--- src/rtl/vc_packetizer.sv ---
// Splits a wide message into NUM_FLITS router flits on the VC returned by the lookup shim, gated by per-VC credits.
// Optional credit-overflow detection is built when VC_PACKETIZER_ERR_EN is defined.
module vc_packetizer #(
  parameter int N_ADDR_WIDTH  = 4,
  parameter int VC_ADDR_WIDTH = 2,
  parameter int FLIT_WIDTH    = 36,
  parameter int NUM_FLITS     = 4,
  parameter int CREDITS       = 8
) (
  input  logic                             clk,
  input  logic                             rst_n,
  input  logic                             msg_valid,
  output logic                             msg_ready,
  input  logic [FLIT_WIDTH*NUM_FLITS-1:0]  msg_data,
  input  logic [N_ADDR_WIDTH-1:0]          msg_dest,
  output logic [N_ADDR_WIDTH-1:0]          lut_dest,
  input  logic [VC_ADDR_WIDTH-1:0]         lut_vc,
  output logic                             flit_valid,
  output logic                             flit_head,
  output logic                             flit_tail,
  output logic [VC_ADDR_WIDTH-1:0]         flit_vc,
  output logic [N_ADDR_WIDTH-1:0]          flit_dest,
  output logic [FLIT_WIDTH-1:0]            flit_data,
  input  logic [(2**VC_ADDR_WIDTH)-1:0]    credit_in,
  output logic                             error
);

  localparam int NUM_VC    = 2**VC_ADDR_WIDTH;
  localparam int MSG_WIDTH = FLIT_WIDTH*NUM_FLITS;
  localparam int CNT_WIDTH = $clog2(CREDITS+1);
  localparam int IDX_WIDTH = (NUM_FLITS > 1) ? $clog2(NUM_FLITS) : 1;

  typedef enum logic {IDLE = 1'b0, SEND = 1'b1} state_t;

  state_t                   state_reg, state_next;
  logic [MSG_WIDTH-1:0]     data_reg;
  logic [N_ADDR_WIDTH-1:0]  dest_reg;
  logic [VC_ADDR_WIDTH-1:0] vc_reg;
  logic [IDX_WIDTH-1:0]     idx_reg;
  logic [FLIT_WIDTH-1:0]    slice [NUM_FLITS];
  logic [CNT_WIDTH-1:0]     credit_cnt [NUM_VC];
  logic                     accept, issue, is_last;

  logic                     flit_valid_reg, flit_head_reg, flit_tail_reg;
  logic [VC_ADDR_WIDTH-1:0] flit_vc_reg;
  logic [N_ADDR_WIDTH-1:0]  flit_dest_reg;
  logic [FLIT_WIDTH-1:0]    flit_data_reg;

  assign msg_ready = (state_reg == IDLE);
  assign lut_dest  = msg_dest;
  assign accept    = msg_ready && msg_valid;
  assign is_last   = (idx_reg == IDX_WIDTH'(NUM_FLITS-1));

  always_comb begin
    state_next = state_reg;
    issue      = 1'b0;
    case (state_reg)
      IDLE: if (msg_valid) state_next = SEND;
      SEND: begin
        if (credit_cnt[vc_reg] != '0) begin
          issue = 1'b1;
          if (is_last) state_next = IDLE;
        end
      end
      default: state_next = IDLE;
    endcase
  end

  genvar gi;
  generate
    for (gi = 0; gi < NUM_FLITS; gi++) begin : g_slice
      assign slice[gi] = data_reg[gi*FLIT_WIDTH +: FLIT_WIDTH];
    end
  endgenerate

`ifdef VC_PACKETIZER_ERR_EN
  logic [NUM_VC-1:0] overflow;
  logic              error_reg;
`endif

  // A returned credit only lands in the counter at the edge, so it is usable the cycle after.
  generate
    for (gi = 0; gi < NUM_VC; gi++) begin : g_credit
      logic [CNT_WIDTH-1:0] cnt_reg;
      logic                 dec, full;
      assign dec  = issue && (vc_reg == VC_ADDR_WIDTH'(gi));
      assign full = (cnt_reg == CNT_WIDTH'(CREDITS));
      always_ff @(posedge clk or negedge rst_n) begin
        if (!rst_n) begin
          cnt_reg <= CNT_WIDTH'(CREDITS);
        end else if (credit_in[gi] && !dec && !full) begin
          cnt_reg <= cnt_reg + CNT_WIDTH'(1);
        end else if (dec && !credit_in[gi]) begin
          cnt_reg <= cnt_reg - CNT_WIDTH'(1);
        end
      end
      assign credit_cnt[gi] = cnt_reg;
`ifdef VC_PACKETIZER_ERR_EN
      assign overflow[gi] = credit_in[gi] && !dec && full;
`endif
    end
  endgenerate

  always_ff @(posedge clk or negedge rst_n) begin
    if (!rst_n) begin
      state_reg <= IDLE;
      data_reg  <= '0;
      dest_reg  <= '0;
      vc_reg    <= '0;
      idx_reg   <= '0;
    end else begin
      state_reg <= state_next;
      if (accept) begin
        data_reg <= msg_data;
        dest_reg <= msg_dest;
        vc_reg   <= lut_vc;
        idx_reg  <= '0;
      end else if (issue) begin
        idx_reg <= idx_reg + IDX_WIDTH'(1);
      end
    end
  end

  always_ff @(posedge clk or negedge rst_n) begin
    if (!rst_n) begin
      flit_valid_reg <= 1'b0;
      flit_head_reg  <= 1'b0;
      flit_tail_reg  <= 1'b0;
      flit_vc_reg    <= '0;
      flit_dest_reg  <= '0;
      flit_data_reg  <= '0;
    end else begin
      flit_valid_reg <= issue;
      if (issue) begin
        flit_head_reg <= (idx_reg == '0);
        flit_tail_reg <= is_last;
        flit_vc_reg   <= vc_reg;
        flit_dest_reg <= dest_reg;
        flit_data_reg <= slice[idx_reg];
      end
    end
  end

  assign flit_valid = flit_valid_reg;
  assign flit_head  = flit_head_reg;
  assign flit_tail  = flit_tail_reg;
  assign flit_vc    = flit_vc_reg;
  assign flit_dest  = flit_dest_reg;
  assign flit_data  = flit_data_reg;

`ifdef VC_PACKETIZER_ERR_EN
  always_ff @(posedge clk or negedge rst_n) begin
    if (!rst_n) error_reg <= 1'b0;
    else        error_reg <= error_reg | (|overflow);
  end
  assign error = error_reg;
`else
  assign error = 1'b0;
`endif

endmodule

--- config.mk ---
export PLATFORM = sky130hd
export DESIGN_NAME = vc_packetizer
export DESIGN_NICKNAME = d
export VERILOG_FILES = /design/src/rtl/vc_packetizer.sv
export SDC_FILE = /design/constraint.sdc
export NUM_CORES = 1
export LEC_CHECK = 0
export CAP_MARGIN = 20
export CORE_MARGIN = 3
export CORE_UTILIZATION = 34
export CTS_CLUSTER_SIZE = 25
export DETAILED_ROUTE_END_ITERATION = 8
export DONT_BUFFER_PORTS = 1
export HOLD_SLACK_MARGIN = 0.12
export PLACE_DENSITY = 0.45
export SKIP_CTS_REPAIR_TIMING = 1
export SLEW_MARGIN = 5
export SYNTH_ARGS = -nofsm -noshare
export SYNTH_HDL_FRONTEND = slang
export SYNTH_SLANG_ARGS = --single-unit
--- constraint.sdc ---
create_clock -name clk -period 2.7 [get_ports clk]
set_input_delay 0.27 -clock clk [delete_from_list [all_inputs] [get_ports clk]]
set_output_delay 0.27 -clock clk [all_outputs]
set_load 0.05 [all_outputs]
==> results by group, run 1 <==
Status
  • Status: finished, violations left
  • Failing checks: negative hold slack

Finish
  • Max FFs per register: 144
  • Share of cells above drive strength 1: 41.6%
  • Finished Cell Area: 12,200 µm²
  • Area grow syn2layout: 31.3%
  • Nets: 909
  • Layout Utilization: 46.2%
  • Fillers: 2,385

Setup path
  • Startpoint Class: register
  • Top delay family on crit path: simple AND/OR/NAND/NOR gates
  • Setup slack, reg-to-reg: 100 ps
  • Kind of critical path: register to register
  • CP bufs+invs: 0
  • Crit Reg-Reg Startpoint: g_credit[2].cnt_reg[0]
  • Crit path max fanout: 5
  • Slowest cell on crit path: or4_1
  • CP endpoint kind: register
  • R2R cell count: 9
  • Critical Path Max Stage Delay: 580 ps
  • CP required: 3140 ps
  • Worst-path cell chain: or4_1 -> nand4b_1 -> nand3_2 -> ha_1 -> a21o_1 -> a21oi_2 -> nor2_1 -> a31o_2 -> a21oi_1
  • WP data arrival: 3040 ps
  • Crit Reg-Reg Endpoint: g_credit[2].cnt_reg[3]

Global routing
  • Overall routing resource usage: 13.9%
  • Total gr overflow: 0
  • Initial antenna violation count: 1
  • Vias in the first global route: 5,454
  • Largest net degree at the start of global routing: 215
  • GRT met2 Usage: 22.7%
  • Wire length of the first global-routing pass: 32,100 µm
  • Busiest grt layer: met2
  • GR Util met3: 6.30%
  • Met1 track demand over resource: 17.0%

Detailed routing
  • Number of remaining DRC errors: 0
  • DRT Wirelength: 21,500 µm
  • Detailed-route via count: 5,431
  • Antenna Nets Post-Route: 0
  • Initial DRT Pass Iterations: 4
  • DR WL/cell: 19.7 µm
  • Initial detailed-routing violation count: 152
  • Vias per cell: 4.99

Timing
  • Final Hold Vio Count: 214
  • Clock skew: 10.8 ps
  • Worst Tran Pin Value: 770 ps
  • Final period util: 96.5%
  • Fmax: 0.384 GHz
  • Slew HR: 48.7%
  • Worst Hold Slack: -537 ps
  • Tmin final: 2600 ps
  • Max-slew violation count: 0
  • Count of final setup violators: 0

Power and ir drop
  • PwrDens: 1310 nW/µm²
  • Leakage: 0.00504 µW
  • VDD IR max: 0.000556 V

Synth
  • Synth Instances: 575
  • Unique masters post-synth: 37
  • Register area share after synthesis: 57.5%
  • Mapped Area: 9330 µm²
  • Post-Syn Nets: 746
  • Synth Register Bits: 214
  • Yosys warning count: 0
  • Syn Area/Cell: 16.2 µm²

Placement
  • Port buffer count: 0
  • Final Wtd Congestion: 0.722
  • DP HPWL: 14,000 µm
  • Placed cell areas: 9750 µm²

Floorplan
  • Die X: 172 µm
  • CORE AREA: 26,500 µm²
  • Row count: 59
  • Full die area: 29,500 µm²
  • Die H: 172 µm
  • Starting density of the core: 35.2%
  • Top Ports: 208

Clock network
  • CTS root buf: clkbuf_16
  • Num CTS Buffers: 26
  • H-tree Lvls: 1
  • Clock tree from TritonCTS: yes
  • Longest Clk Path Bufs: 3
  • Clock sink total: 214
  • Clock transition at path regs: 60 ps
  • Clk_lat worst skew: 520 ps

Flow run
  • Max_cap viols: 0

Min path
  • Hold crit path type: primary input to asynchronous set/reset pin
==> report_power, final <==
part / internal (µW) / switching [µW] / total [µW]
Clock: 2270 / 1290 / 3570
Sequential: 4920 / 2360 / 7280
Combinational: 3410 / 1840 / 5260
==> placed cells by master (no fill, tap or decap), types with 4 or more instances in the layout <==
cell / instances
dfrtp_1: 207
buf_12: 7
dfstp_2: 4
mux4_2: 37
nor3_1: 5
buf_4: 9
mux2_2: 200
nand2_1: 8
a21oi_1: 5
clkbuf_16: 27
nor2_1: 6
dlygate4sd3_1: 154
ha_1: 10
xor2_1: 10
or4_1: 4
clkbuf_8: 7
a21o_1: 4
fa_1: 4
==> final cells by class <==
class	count	area (µm²)	area share (%)
flip-flops and latches	214	5360	43.8
multi-input cells	322	3810	31.1
repair buffers	170	1750	14.3
clock buffers	36	779	6.37
well taps	335	419	3.42
clock inverters	6	109	0.889
inverters	4	15.0	0.123
diodes	1	2.50	0.0204
==> metrics by stage <==
stage | std cells | setup TNS, ps | setup slack [ps] | hold slack (ps) | power (µW)
after floorplan | 575 | 0 | 240 | -25.6 | 11200
after global placement | 888 | 0 | 176 | -18.1 | 12200
after detailed placement | 888 | -86.4 | -86.4 | -14.9 | 12500
after CTS | 930 | -83.1 | -83.1 | -574 | 16100
after global routing | 1088 | -24.8 | -15.7 | -569 | 17200
final | 1088 | 0 | 95.3 | -537 | 16100
==> synthesized netlist by cell type, drive strengths merged <==
cell type	count	share of area, %
nand3b	1	0.081
inv	4	0.16
nand3	3	0.16
ha	10	1.3
nand4b	1	0.094
nor3b	2	0.16
clkbuf	21	0.85
or3b	1	0.094
buf	14	1.2
fa	4	0.86
a21o	4	0.32
o21ai	2	0.11
dfstp	4	1.1
dfrtp	210	56
a21oi	7	0.38
xor2	10	0.94
o31ai	1	0.13
nor3	6	0.32
nor2b	1	0.067
a31o	2	0.19
mux2	203	25
mux2i	2	0.21
nand2	9	0.44
nor2	6	0.24
or4	4	0.32
o211ai	2	0.16
nand4	1	0.067
mux4	37	8.9
and3b	2	0.19
conb	1	0.040
==> worst register-to-register path, cell delays in order (launching register included) <==
cell      delay, ps
dfrtp_2         440
or4_1           580
nand4b_1        230
nand3_2         150
ha_1            300
a21o_1          190
a21oi_2         180
nor2_1           60
a31o_2          250
a21oi_1         160
==> worst max path at each step <==
stage	start	to	slack [ps]	cells past startpoint
2_1_floorplan	state_reg	g_credit[0].cnt_reg[3]	240	8
3_3_place_gp	g_credit[2].cnt_reg[0]	g_credit[2].cnt_reg[3]	180	9
3_5_place_dp	g_credit[2].cnt_reg[0]	g_credit[2].cnt_reg[3]	-90	9
4_1_cts	g_credit[2].cnt_reg[0]	g_credit[2].cnt_reg[3]	-80	9
5_1_grt	g_credit[2].cnt_reg[0]	g_credit[2].cnt_reg[3]	-20	9
6_report	g_credit[2].cnt_reg[0]	g_credit[2].cnt_reg[3]	100	9
==> per-layer routing <==
| metal | vias to the layer above | wire (µm) |
|---|---|---|
| li1 | 2456 | - |
| met1 | 2795 | 9140 |
| met2 | 150 | 10400 |
| met3 | 30 | 1450 |
| met4 | 0 | 491 |
| met5 | - | 0 |
==> cell families after synthesis <==
logic type	after synthesis	share of synthesized area, %
AO/OA/AOI/OAI	18	1.29
XOR/XNOR	10	0.939
adder cells (fa/ha/maj)	14	2.20
buffers and inverters	39	2.16
flip-flops	214	57.5
multiplexers	242	33.7
other	1	0.0402
AND/OR/NAND/NOR	37	2.24
Power figures use the tool's default switching activity.
==> inputs of run 2 (changes only) <==
--- a/config.mk
+++ b/config.mk
@@ -12,7 +12,9 @@
 export DETAILED_ROUTE_END_ITERATION = 8
 export DONT_BUFFER_PORTS = 1
 export HOLD_SLACK_MARGIN = 0.12
+export MAX_ROUTING_LAYER = met4
 export PLACE_DENSITY = 0.45
+export RECOVER_POWER = 50
 export SKIP_CTS_REPAIR_TIMING = 1
 export SLEW_MARGIN = 5
 export SYNTH_ARGS = -nofsm -noshare
==> results by group, run 2 (synthesis results as in run 1) <==
Floorplan
  • Row count: 59
  • Starting density of the core: 35.2%
  • Die H: 172 µm
  • CORE AREA: 26,500 µm²
  • Full die area: 29,500 µm²
  • Top Ports: 208
  • Die X: 172 µm

Finish
  • Commonest non-fill, non-tap cell in the layout: dfrtp_1
  • Share of cells above drive strength 1: 41.6%
  • Fillers: 2,386
  • Area of the multi-input gates: 3810 µm²
  • Area grow syn2layout: 31.3%
  • Nets: 909
  • Max FFs per register: 144
  • Reg area: 5360 µm²
  • Finished Cell Area: 12,200 µm²
  • Most frequent cells in the layout: dfrtp_1 (207), mux2_2 (200), dlygate4sd3_1 (154)
  • Layout Utilization: 46.2%

Timing
  • Final Hold Vio Count: 214
  • Worst Tran Pin Value: 786 ps
  • TNS Setup: 0 ps
  • Count of final setup violators: 0
  • Final period util: 96.4%
  • Tmin final: 2600 ps
  • Clock skew: 9.86 ps
  • Final WS setup: 95.9 ps
  • Worst Hold Slack: -537 ps
  • Slew HR: 47.6%
  • Fmax: 0.384 GHz
  • Max-slew violation count: 0

Power and ir drop
  • PwrDens: 1310 nW/µm²
  • Leakage: 0.00504 µW
  • VDD IR max: 0.000556 V

Detailed routing
  • Initial DRT Pass Iterations: 4
  • DRT Wirelength: 21,500 µm
  • DR WL/cell: 19.7 µm
  • Number of remaining DRC errors: 0
  • Vias per cell: 4.97
  • Initial detailed-routing violation count: 178
  • Antenna Nets Post-Route: 0
  • Detailed-route via count: 5,407

Placement
  • Final Wtd Congestion: 0.730
  • Placed cell areas: 9750 µm²
  • Port buffer count: 0
  • Place WS: -86.4 ps
  • DP HPWL: 14,000 µm

Status
  • Status: finished, violations left
  • Failing checks: negative hold slack

Global routing
  • Initial antenna violation count: 2
  • Overall routing resource usage: 14.4%
  • Largest net degree at the start of global routing: 215
  • Total gr overflow: 0
  • Vias in the first global route: 5,484
  • Wire length of the first global-routing pass: 32,100 µm

Setup path
  • Startpoint Class: register
  • Setup slack, reg-to-reg: 100 ps
  • CP endpoint kind: register
  • Crit path max fanout: 5
  • CP required: 3140 ps
  • Crit Reg-Reg Startpoint: g_credit[2].cnt_reg[0]
  • WP data arrival: 3040 ps
  • Kind of critical path: register to register
  • Crit Reg-Reg Endpoint: g_credit[2].cnt_reg[3]
  • R2R cell count: 9

Clock network
  • Clock sink total: 214
  • CTS root buf: clkbuf_16
  • Num CTS Buffers: 26
  • H-tree Lvls: 1
  • Longest Clk Path Bufs: 3
  • Clock transition at path regs: 60 ps
  • Clock tree from TritonCTS: yes
  • Clk_lat worst skew: 520 ps

Min path
  • Hold crit path type: primary input to asynchronous set/reset pin

Flow run
  • Max_cap viols: 0
[run 2: report_power, final]
group          leakage [µW]  switching (µW)  internal [µW]  total [µW]
logic               0.00208            1840           3410        5260
clock network      0.000440            1300           2270        3570
registers           0.00252            2360           4920        7280
total               0.00504            5500          10600       16100
[run 2: metal layers]
layer  global-route usage [%]  wire [µm]  vias up
li1                         -          -     2456
met1                     17.2       9200     2772
met2                     22.7      10400      146
met3                     6.14       1360       33
met4                     3.32        482        0
met5                        -          0        -
[run 2: stage by stage]
| step | std cells | total power, µW |
|---|---|---|
| after floorplan | 575 | 11200 |
| after global placement | 888 | 12200 |
| after detailed placement | 888 | 12500 |
| after CTS | 930 | 16100 |
| after global routing | 1089 | 17200 |
| final | 1089 | 16100 |
[run 2: layout make-up]
cell class	count	area share [%]
flip-flops and latches	214	43.8
multi-input cells	322	31.1
repair buffers	170	14.3
clock buffers	36	6.36
well taps	335	3.42
clock inverters	6	0.889
inverters	4	0.123
diodes	2	0.0409
[run 2: worst max-delay path by stage]
stage / depth (start not counted) / slack (ps) / endpoint / startpoint
after floorplan: 8 / 240 / g_credit[0].cnt_reg[3] / state_reg
after global placement: 9 / 180 / g_credit[2].cnt_reg[3] / g_credit[2].cnt_reg[0]
after detailed placement: 9 / -90 / g_credit[2].cnt_reg[3] / g_credit[2].cnt_reg[0]
after CTS: 9 / -80 / g_credit[2].cnt_reg[3] / g_credit[2].cnt_reg[0]
after global routing: 9 / -20 / g_credit[2].cnt_reg[3] / g_credit[2].cnt_reg[0]
final: 9 / 100 / g_credit[2].cnt_reg[3] / g_credit[2].cnt_reg[0]
[run 2: worst max-delay path: stages (launching register included)]
cell and delay (ps):
dfrtp_2 440, or4_1 580, nand4b_1 230, nand3_2 150, ha_1 300, a21o_1 190
a21oi_2 180, nor2_1 60, a31o_2 250, a21oi_1 160
